===== config.mk =====
export PLATFORM = sky130hd
export DESIGN_NAME = regfile_wb
export DESIGN_NICKNAME = d
export VERILOG_FILES = /design/src/rtl/regfile_wb_pkg.sv /design/src/rtl/regfile_bank.sv /design/src/rtl/regfile_wb.sv
export SDC_FILE = /design/constraint.sdc
export NUM_CORES = 1
export LEC_CHECK = 0
export CAP_MARGIN = 10
export CORE_AREA = 5 5 149 209
export CTS_BUF_LIST = sky130_fd_sc_hd__clkbuf_8
export DETAILED_ROUTE_END_ITERATION = 10
export DIE_AREA = 0 0 154 214
export MAX_ROUTING_LAYER = met4
export PLACE_DENSITY = 0.94
export SLEW_MARGIN = 25
export SYNTH_ARGS = -nofsm -noshare
export SYNTH_HDL_FRONTEND = slang
export SYNTH_SLANG_ARGS = --single-unit
export TNS_END_PERCENT = 10

===== constraint.sdc =====
create_clock -name clk -period 3.9 [get_ports clk]
set_input_delay 0.78 -clock clk [delete_from_list [all_inputs] [get_ports clk]]
set_output_delay 0.78 -clock clk [all_outputs]
set_load 0.01 [all_outputs]

===== src/rtl/regfile_wb_pkg.sv =====
// Shared constants for the Y86 register file: word width, register-ID encodings.
// Latency: n/a (constants and one pure helper function only).
// Backpressure: n/a.

`ifndef WORD
`define WORD [31:0]
`endif
`ifndef RESP
`define RESP 4'h4
`endif
`ifndef RNONE
`define RNONE 4'hf
`endif

package regfile_wb_pkg;

  localparam int         WORD_W   = 32;
  localparam logic [3:0] RESP_ID  = `RESP;
  localparam logic [3:0] RNONE_ID = `RNONE;

  // True when a 4-bit register ID names a real architectural register.
  function automatic logic id_in_range(input logic [3:0] id, input int nreg);
    return ({28'd0, id} < nreg);
  endfunction

endpackage


===== src/rtl/regfile_bank.sv =====
// Raw NREG x WORD storage: two write ports (M beats E on same address), two async read ports.
// Latency: writes land on the rising edge; reads are combinational from stored contents.
// Backpressure: none; callers gate the write enables.

module regfile_bank
  import regfile_wb_pkg::*;
#(
  parameter int                NREG      = 8,
  parameter logic [WORD_W-1:0] ESP_RESET = '0
) (
  input  logic              clk,
  input  logic              rst,
  input  logic              i_we_e,
  input  logic [3:0]        i_addr_e,
  input  logic [WORD_W-1:0] i_dat_e,
  input  logic              i_we_m,
  input  logic [3:0]        i_addr_m,
  input  logic [WORD_W-1:0] i_dat_m,
  input  logic [3:0]        i_raddr_a,
  input  logic [3:0]        i_raddr_b,
  output logic [WORD_W-1:0] o_rdat_a,
  output logic [WORD_W-1:0] o_rdat_b
);

  logic [WORD_W-1:0] r_regs [NREG];

  // Commit writes; on a shared address the M port overwrites the E port value.
  always_ff @(posedge clk or negedge rst) begin
    if (!rst) begin
      for (int i = 0; i < NREG; i++) begin
        r_regs[i] <= (4'(i) == RESP_ID) ? ESP_RESET : '0;
      end
    end else begin
      for (int i = 0; i < NREG; i++) begin
        if (i_we_m && (i_addr_m == 4'(i))) begin
          r_regs[i] <= i_dat_m;
        end else if (i_we_e && (i_addr_e == 4'(i))) begin
          r_regs[i] <= i_dat_e;
        end
      end
    end
  end

  // Decode reads by compare so that IDs beyond the array return zero.
  always_comb begin
    o_rdat_a = '0;
    o_rdat_b = '0;
    for (int i = 0; i < NREG; i++) begin
      if (i_raddr_a == 4'(i)) o_rdat_a = r_regs[i];
      if (i_raddr_b == 4'(i)) o_rdat_b = r_regs[i];
    end
  end

endmodule


===== src/rtl/regfile_wb.sv =====
// Y86 register file with write-back commit, write-through bypass, commit counter and bad-dest flag.
// Latency: writes commit on the rising edge; reads are zero-cycle and see same-cycle writes.
// Backpressure: wb_stall=1 suppresses writes, counting and bypass for that cycle.

module regfile_wb
  import regfile_wb_pkg::*;
#(
  parameter int                NREG      = 8,
  parameter logic [WORD_W-1:0] ESP_RESET = 32'h0000_0000,
  parameter int                CNT_W     = 16
) (
  input  logic              clk,
  input  logic              rst,
  input  logic              wb_stall,
  input  logic [3:0]        wb_dstE,
  input  logic [WORD_W-1:0] wb_valE,
  input  logic [3:0]        wb_dstM,
  input  logic [WORD_W-1:0] wb_valM,
  input  logic [3:0]        d_srcA,
  input  logic [3:0]        d_srcB,
  output logic [WORD_W-1:0] d_rvalA,
  output logic [WORD_W-1:0] d_rvalB,
  output logic [CNT_W-1:0]  wr_cnt,
  output logic              reg_err
);

  logic              w_commit;
  logic              w_we_e;
  logic              w_we_m;
  logic              w_dup;
  logic              w_bad_dst;
  logic [1:0]        w_inc;
  logic [WORD_W-1:0] w_raw_a;
  logic [WORD_W-1:0] w_raw_b;
  logic [CNT_W-1:0]  r_wr_cnt;
  logic              r_reg_err;

  // Writes (and hence bypass) only happen out of reset and when not stalled.
  assign w_commit  = rst & ~wb_stall;
  assign w_we_e    = w_commit & id_in_range(wb_dstE, NREG);
  assign w_we_m    = w_commit & id_in_range(wb_dstM, NREG);
  // Both ports hitting one register is a single architectural write.
  assign w_dup     = w_we_e & w_we_m & (wb_dstE == wb_dstM);
  assign w_inc     = {1'b0, w_we_e} + {1'b0, w_we_m} - {1'b0, w_dup};
  // RNONE is the legitimate "no write" code; only NREG..14 is an error.
  assign w_bad_dst = w_commit &
                     (((wb_dstE != RNONE_ID) && !id_in_range(wb_dstE, NREG)) ||
                      ((wb_dstM != RNONE_ID) && !id_in_range(wb_dstM, NREG)));

  regfile_bank #(
    .NREG      (NREG),
    .ESP_RESET (ESP_RESET)
  ) u_bank (
    .clk       (clk),
    .rst       (rst),
    .i_we_e    (w_we_e),
    .i_addr_e  (wb_dstE),
    .i_dat_e   (wb_valE),
    .i_we_m    (w_we_m),
    .i_addr_m  (wb_dstM),
    .i_dat_m   (wb_valM),
    .i_raddr_a (d_srcA),
    .i_raddr_b (d_srcB),
    .o_rdat_a  (w_raw_a),
    .o_rdat_b  (w_raw_b)
  );

  // Read port A: invalid ID reads 0, then M bypass, then E bypass, then stored value.
  always_comb begin
    d_rvalA = w_raw_a;
    if (!id_in_range(d_srcA, NREG))            d_rvalA = '0;
    else if (w_we_m && (d_srcA == wb_dstM))    d_rvalA = wb_valM;
    else if (w_we_e && (d_srcA == wb_dstE))    d_rvalA = wb_valE;
  end

  // Read port B: same priority as port A, fully independent.
  always_comb begin
    d_rvalB = w_raw_b;
    if (!id_in_range(d_srcB, NREG))            d_rvalB = '0;
    else if (w_we_m && (d_srcB == wb_dstM))    d_rvalB = wb_valM;
    else if (w_we_e && (d_srcB == wb_dstE))    d_rvalB = wb_valE;
  end

  // Count distinct registers written (wrapping) and latch any bad destination until reset.
  always_ff @(posedge clk or negedge rst) begin
    if (!rst) begin
      r_wr_cnt  <= '0;
      r_reg_err <= 1'b0;
    end else begin
      r_wr_cnt <= r_wr_cnt + CNT_W'(w_inc);
      if (w_bad_dst) r_reg_err <= 1'b1;
    end
  end

  assign wr_cnt  = r_wr_cnt;
  assign reg_err = r_reg_err;

endmodule


==> results of run 1 <==
## logic make-up after synthesis
| logic type | Yosys count | synth area share, % |
|---|---|---|
| compound gates | 780 | 25.01 |
| xor+xnor | 30 | 1.412 |
| fa+ha+maj | 5 | 0.3766 |
| buf+inv | 310 | 6.838 |
| flops | 273 | 36.71 |
| mux | 283 | 15.37 |
| simple gates | 610 | 14.28 |
## layer usage
metal	track usage [%]	GRT overflow
met5	-	-
met4	68.81	2
met3	67.92	2
met2	85.48	0
met1	71.79	1
## Yosys cell counts (6+ instances only)
library cell,number
nand2_1,191
nor2_1,270
buf_4,6
o211ai_1,11
a31oi_1,17
buf_1,13
a22oi_1,36
dfrtp_1,273
a22o_1,33
buf_2,62
and3_1,23
a311oi_1,23
nand2b_1,8
nor3_1,12
a211oi_1,7
clkbuf_1,181
xnor2_1,25
o21ai_1,7
nor2_2,8
o221ai_1,47
nand3_1,39
o22ai_1,76
a21oi_1,283
nor2b_1,14
o21ai_0,209
inv_1,45
or3_1,12
mux2i_1,279
a2bb2oi_1,6
## repair_timing
| item | CTS |
|---|---|
| cloned | 1 |
| setup endpoints to repair | 64 |
| resized for setup | 60 |
| hold endpoints to repair | 0 |
| pin swaps | 14 |
| buffers inserted | 7 |
## through the flow
| step | instances | setup slack [ps] | cell area [µm²] | util [%] | TNS, ps |
|---|---|---|---|---|---|
| after floorplan | 2291 | 798.0 | 18610 | - | 0 |
| after global placement | 2802 | -310.9 | 21840 | 75.59 | -11200 |
| after detailed placement | 2802 | -457.8 | 21840 | 75.59 | -18190 |
| after CTS | 2886 | -63.70 | 22880 | 79.21 | -151.5 |
==> metrics.yaml, run 1 <==
ios: 164
syn_nets: 2379
port_buffers: 163
ys_types: 62
async_reset_ff_share_pct: 100.0
firstError: "[ERROR GRT-0232] Routing congestion too high. Check the congestion heatmap in the GUI."
synth_cells: 2291
h-tree-depth: 2
gp_routability_congestion: 1.084
postGrtWorstEndpoint: "d_rvalA[6]"
cts_root_buffer: "clkbuf_8"
gr-total-overflow: 5
clockBufferDepth: 3
antenna_found_initial: 7
yosysTopAreaCellShare_pct: 36.71
rows: 74
dp_hpwl_um: 51520
die_h_um: 214
ys_ff_latch: 273
numCtsBuffers: 44
yosys-top-cells-area: "dfrtp_1, mux2i_1, a21oi_1"
haltStage: "global routing (5_1_grt)"
grt_usage_pct: 74.62
seq_area_frac_synth_pct: 36.71
synth_top_cell_by_area: "dfrtp_1"
cts_hold_buf: 0
avgSynthCellArea_um2: 8.122
cts_num_sinks: 273
synth_edf_count: 0
grt_max_degree: 179
start_util_pct: 64.41
worst-ep-kind: "primary output"
ys.warnings.count: 0
synth_ff_type: "dfrtp_1"
outcome: "aborted with a tool error"
die_w_um: 154
syn-cell-area_um2: 18610
==> inputs of run 2 (changes only) <==
--- a/config.mk
+++ b/config.mk
@@ -6,12 +6,10 @@
 export NUM_CORES = 1
 export LEC_CHECK = 0
 export CAP_MARGIN = 10
-export CORE_AREA = 5 5 149 209
-export CTS_BUF_LIST = sky130_fd_sc_hd__clkbuf_8
+export CORE_AREA = 5 5 222 224
 export DETAILED_ROUTE_END_ITERATION = 10
-export DIE_AREA = 0 0 154 214
-export MAX_ROUTING_LAYER = met4
-export PLACE_DENSITY = 0.94
+export DIE_AREA = 0 0 227 229
+export PLACE_DENSITY_LB_ADDON = 0.15
 export SLEW_MARGIN = 25
 export SYNTH_ARGS = -nofsm -noshare
 export SYNTH_HDL_FRONTEND = slang
==> metrics.yaml, run 2 <==
endpoint_kind: "output port"
synth_edf_count: 0
vias: 19720
largest_register_ffs: 256
outcome: "complete, but fails checks"
cts_num_sinks: 273
syn-cell-area_um2: 18610
async_reset_ff_share_pct: 100.0
ys_types: 62
clockBufferDepth: 3
hold_viol: 0
final_cells: 3148
fin_worst_skew_ps: 4.916
die_h_um: 229
antenna_found_initial: 2
cts_root_buffer: "clkbuf_16"
p_per_area_nw_per_um2: 431.3
cts.clk_slew.worst_paths_ps: 50
worst_pin_slew_ps: 948.7
ys_ff_latch: 273
dp_slack_ps: -308.7
clock.fmax_mhz: 254.6
dp_hpwl_um: 57250
avgSynthCellArea_um2: 8.122
path_class: "input pin to output port"
critical_path.max_fanout: 18
final_cell_mix: "a21oi_1, mux2i_1, dfrtp_1"
setup_viol_count_final: 1
vdd_drop_max_v: 0.0003608
synth_top_cell_by_area: "dfrtp_1"
critPathRequiredTime_ps: 3120
via_per_inst: 6.265
yosysTopAreaCellShare_pct: 36.71
wl_per_cell_um: 27.28
h-tree-depth: 2
drc: 1
largest-register: "u_bank.r_regs"
seq_area_frac_synth_pct: 36.71
clock_latency_ps: 550
core-area_um2: 47150
ys.warnings.count: 0
finalCritPeriodShare_pct: 100.7
port_buffers: 163
gr-total-overflow: 0
tritoncts: "built"
fin_ws_ps: -27.29
synth_cells: 2291
drive_gt1_share_pct: 17.25
yosysMostFrequentCell: "a21oi_1"
die_w_um: 227
drt-initial-drc-count: 2484
syn_nets: 2379
grt_pass1_vias: 19170
area_growth_pct: 29.57
start_kind: "input pin"
final_common_cell: "a21oi_1"
antenna_left: 0
slew_headroom_pct: 36.76
drt_pass1_iterations: 9
gp_routability_congestion: 0.9603
hold_path_class: "input pin to asynchronous set/reset pin"
placed_cells: 3085
reg2reg_depth: 7
start_util_pct: 39.47
final_max_slew_viol_count: 0
fin_nets: 2602
violations: "DRC, setup timing"
num_antenna_cells: 0
yosys-top-cells-area: "dfrtp_1, mux2i_1, a21oi_1"
numCtsBuffers: 36
dieArea_um2: 51980
synth_ff_type: "dfrtp_1"
fin_crit_ps: 3927
ys_top_cells_by_count: "a21oi_1, mux2i_1, dfrtp_1, nor2_1, o21ai_0"
cp_data_arrival_time_ps: 3150
rows: 80
leakagePower_nw: 11.50
grt_max_degree: 153
grt_pass1_wl_um: 126500
finalWirelength_um: 85880
grt_usage_pct: 31.98
maxCapViolCount: 0
ios: 164
rsz0062_at_grt: "true"
run 2: cell counts after synthesis:
Identical to the previous run, type by type.
run 2: final cells by class:
| cell class | instances | area [µm²] |
|---|---|---|
| Clock buffer | 50 | 1045 |
| Clock inverter | 7 | 110.1 |
| Fill cell | 4524 | 23040 |
| Inverter | 46 | 176.4 |
| Multi-Input combinational cell | 1708 | 10830 |
| Sequential cell | 273 | 6832 |
| Tap cell | 615 | 769.5 |
| Timing Repair Buffer | 449 | 4352 |
run 2: worst max-delay path, stage by stage:
cell             delay, ps
clkdlybuf4s50_1        540
buf_6                  180
xnor2_4                130
nand4_4                160
and2_1                 220
buf_12                 170
a311oi_1               250
buf_4                  170
clkdlybuf4s50_1        520
run 2: final timing paths:
kind | slack (ps) | startpoint | to
max in group asynchronous | 2350 | rst | u_bank.r_regs[175]
min reg2reg | 480 | wr_cnt[15] | wr_cnt[15]
min | 370 | rst | wr_cnt[0]
max | -30 | wb_dstM[0] | d_rvalB[26]
max reg2reg | 2250 | wr_cnt[1] | wr_cnt[13]
min in group clk | 480 | wr_cnt[15] | wr_cnt[15]
run 2: what timing repair did:
action | in CTS | in global routing
gates cloned | 0 | 0
gates resized for setup | 56 | 44
buffers inserted | 2 | 4
endpoints found under the setup margin | 64 | 40
pin swaps | 10 | 13
hold buffers | 0 | 0
run 2: through the flow:
step | cell area [µm²] | hold slack [ps] | utilization (%) | power [mW] | TNS [ps]
floorplan | 18610 | 484.4 | - | 5.709 | 0
global placement | 22640 | 472.5 | 48.03 | 6.889 | -10360
detailed placement | 22640 | 470.8 | 48.03 | 6.972 | -13370
CTS | 23950 | 455.3 | 50.80 | 10.37 | -1431
global route | 24110 | 461.2 | 51.14 | 10.89 | -232.8
finish | 24110 | 367.9 | 51.14 | 10.40 | -27.29
run 2: cell families (layout without fill, tap and decap cells):
group                      Yosys count  count (layout)  share of synthesized area (%)
buffers and inverters              310             552                          6.838
DFF                                273             273                          36.71
and+or+nand+nor                    610             610                          14.28
adders and majority gates            5               5                         0.3766
AOI/OAI and AO/OA                  780             780                          25.01
xor gates and xnor gates            30              30                          1.412
muxes                              283             283                          15.37
run 2: metal layers:
metal / global-route usage [%] / part of all wire (%) / vias up / routed length, µm
met1: 43.68 / 41 / 9549 / 34800
met2: 49.61 / 45 / 1205 / 38450
li1: - / - / 8658 / -
met5: 0 / 0 / - / 0
met4: 15.74 / 6.0 / 0 / 5138
met3: 4.738 / 8.7 / 311 / 7501
run 2: report_power, final:
part           leakage (nW)  internal [mW]  switching, mW
combinational          7.61           1.33           1.42
sequential             3.32           3.58          0.691
clock                 0.571           2.05           1.33
No activity file was read; power rests on OpenSTA's default activity.
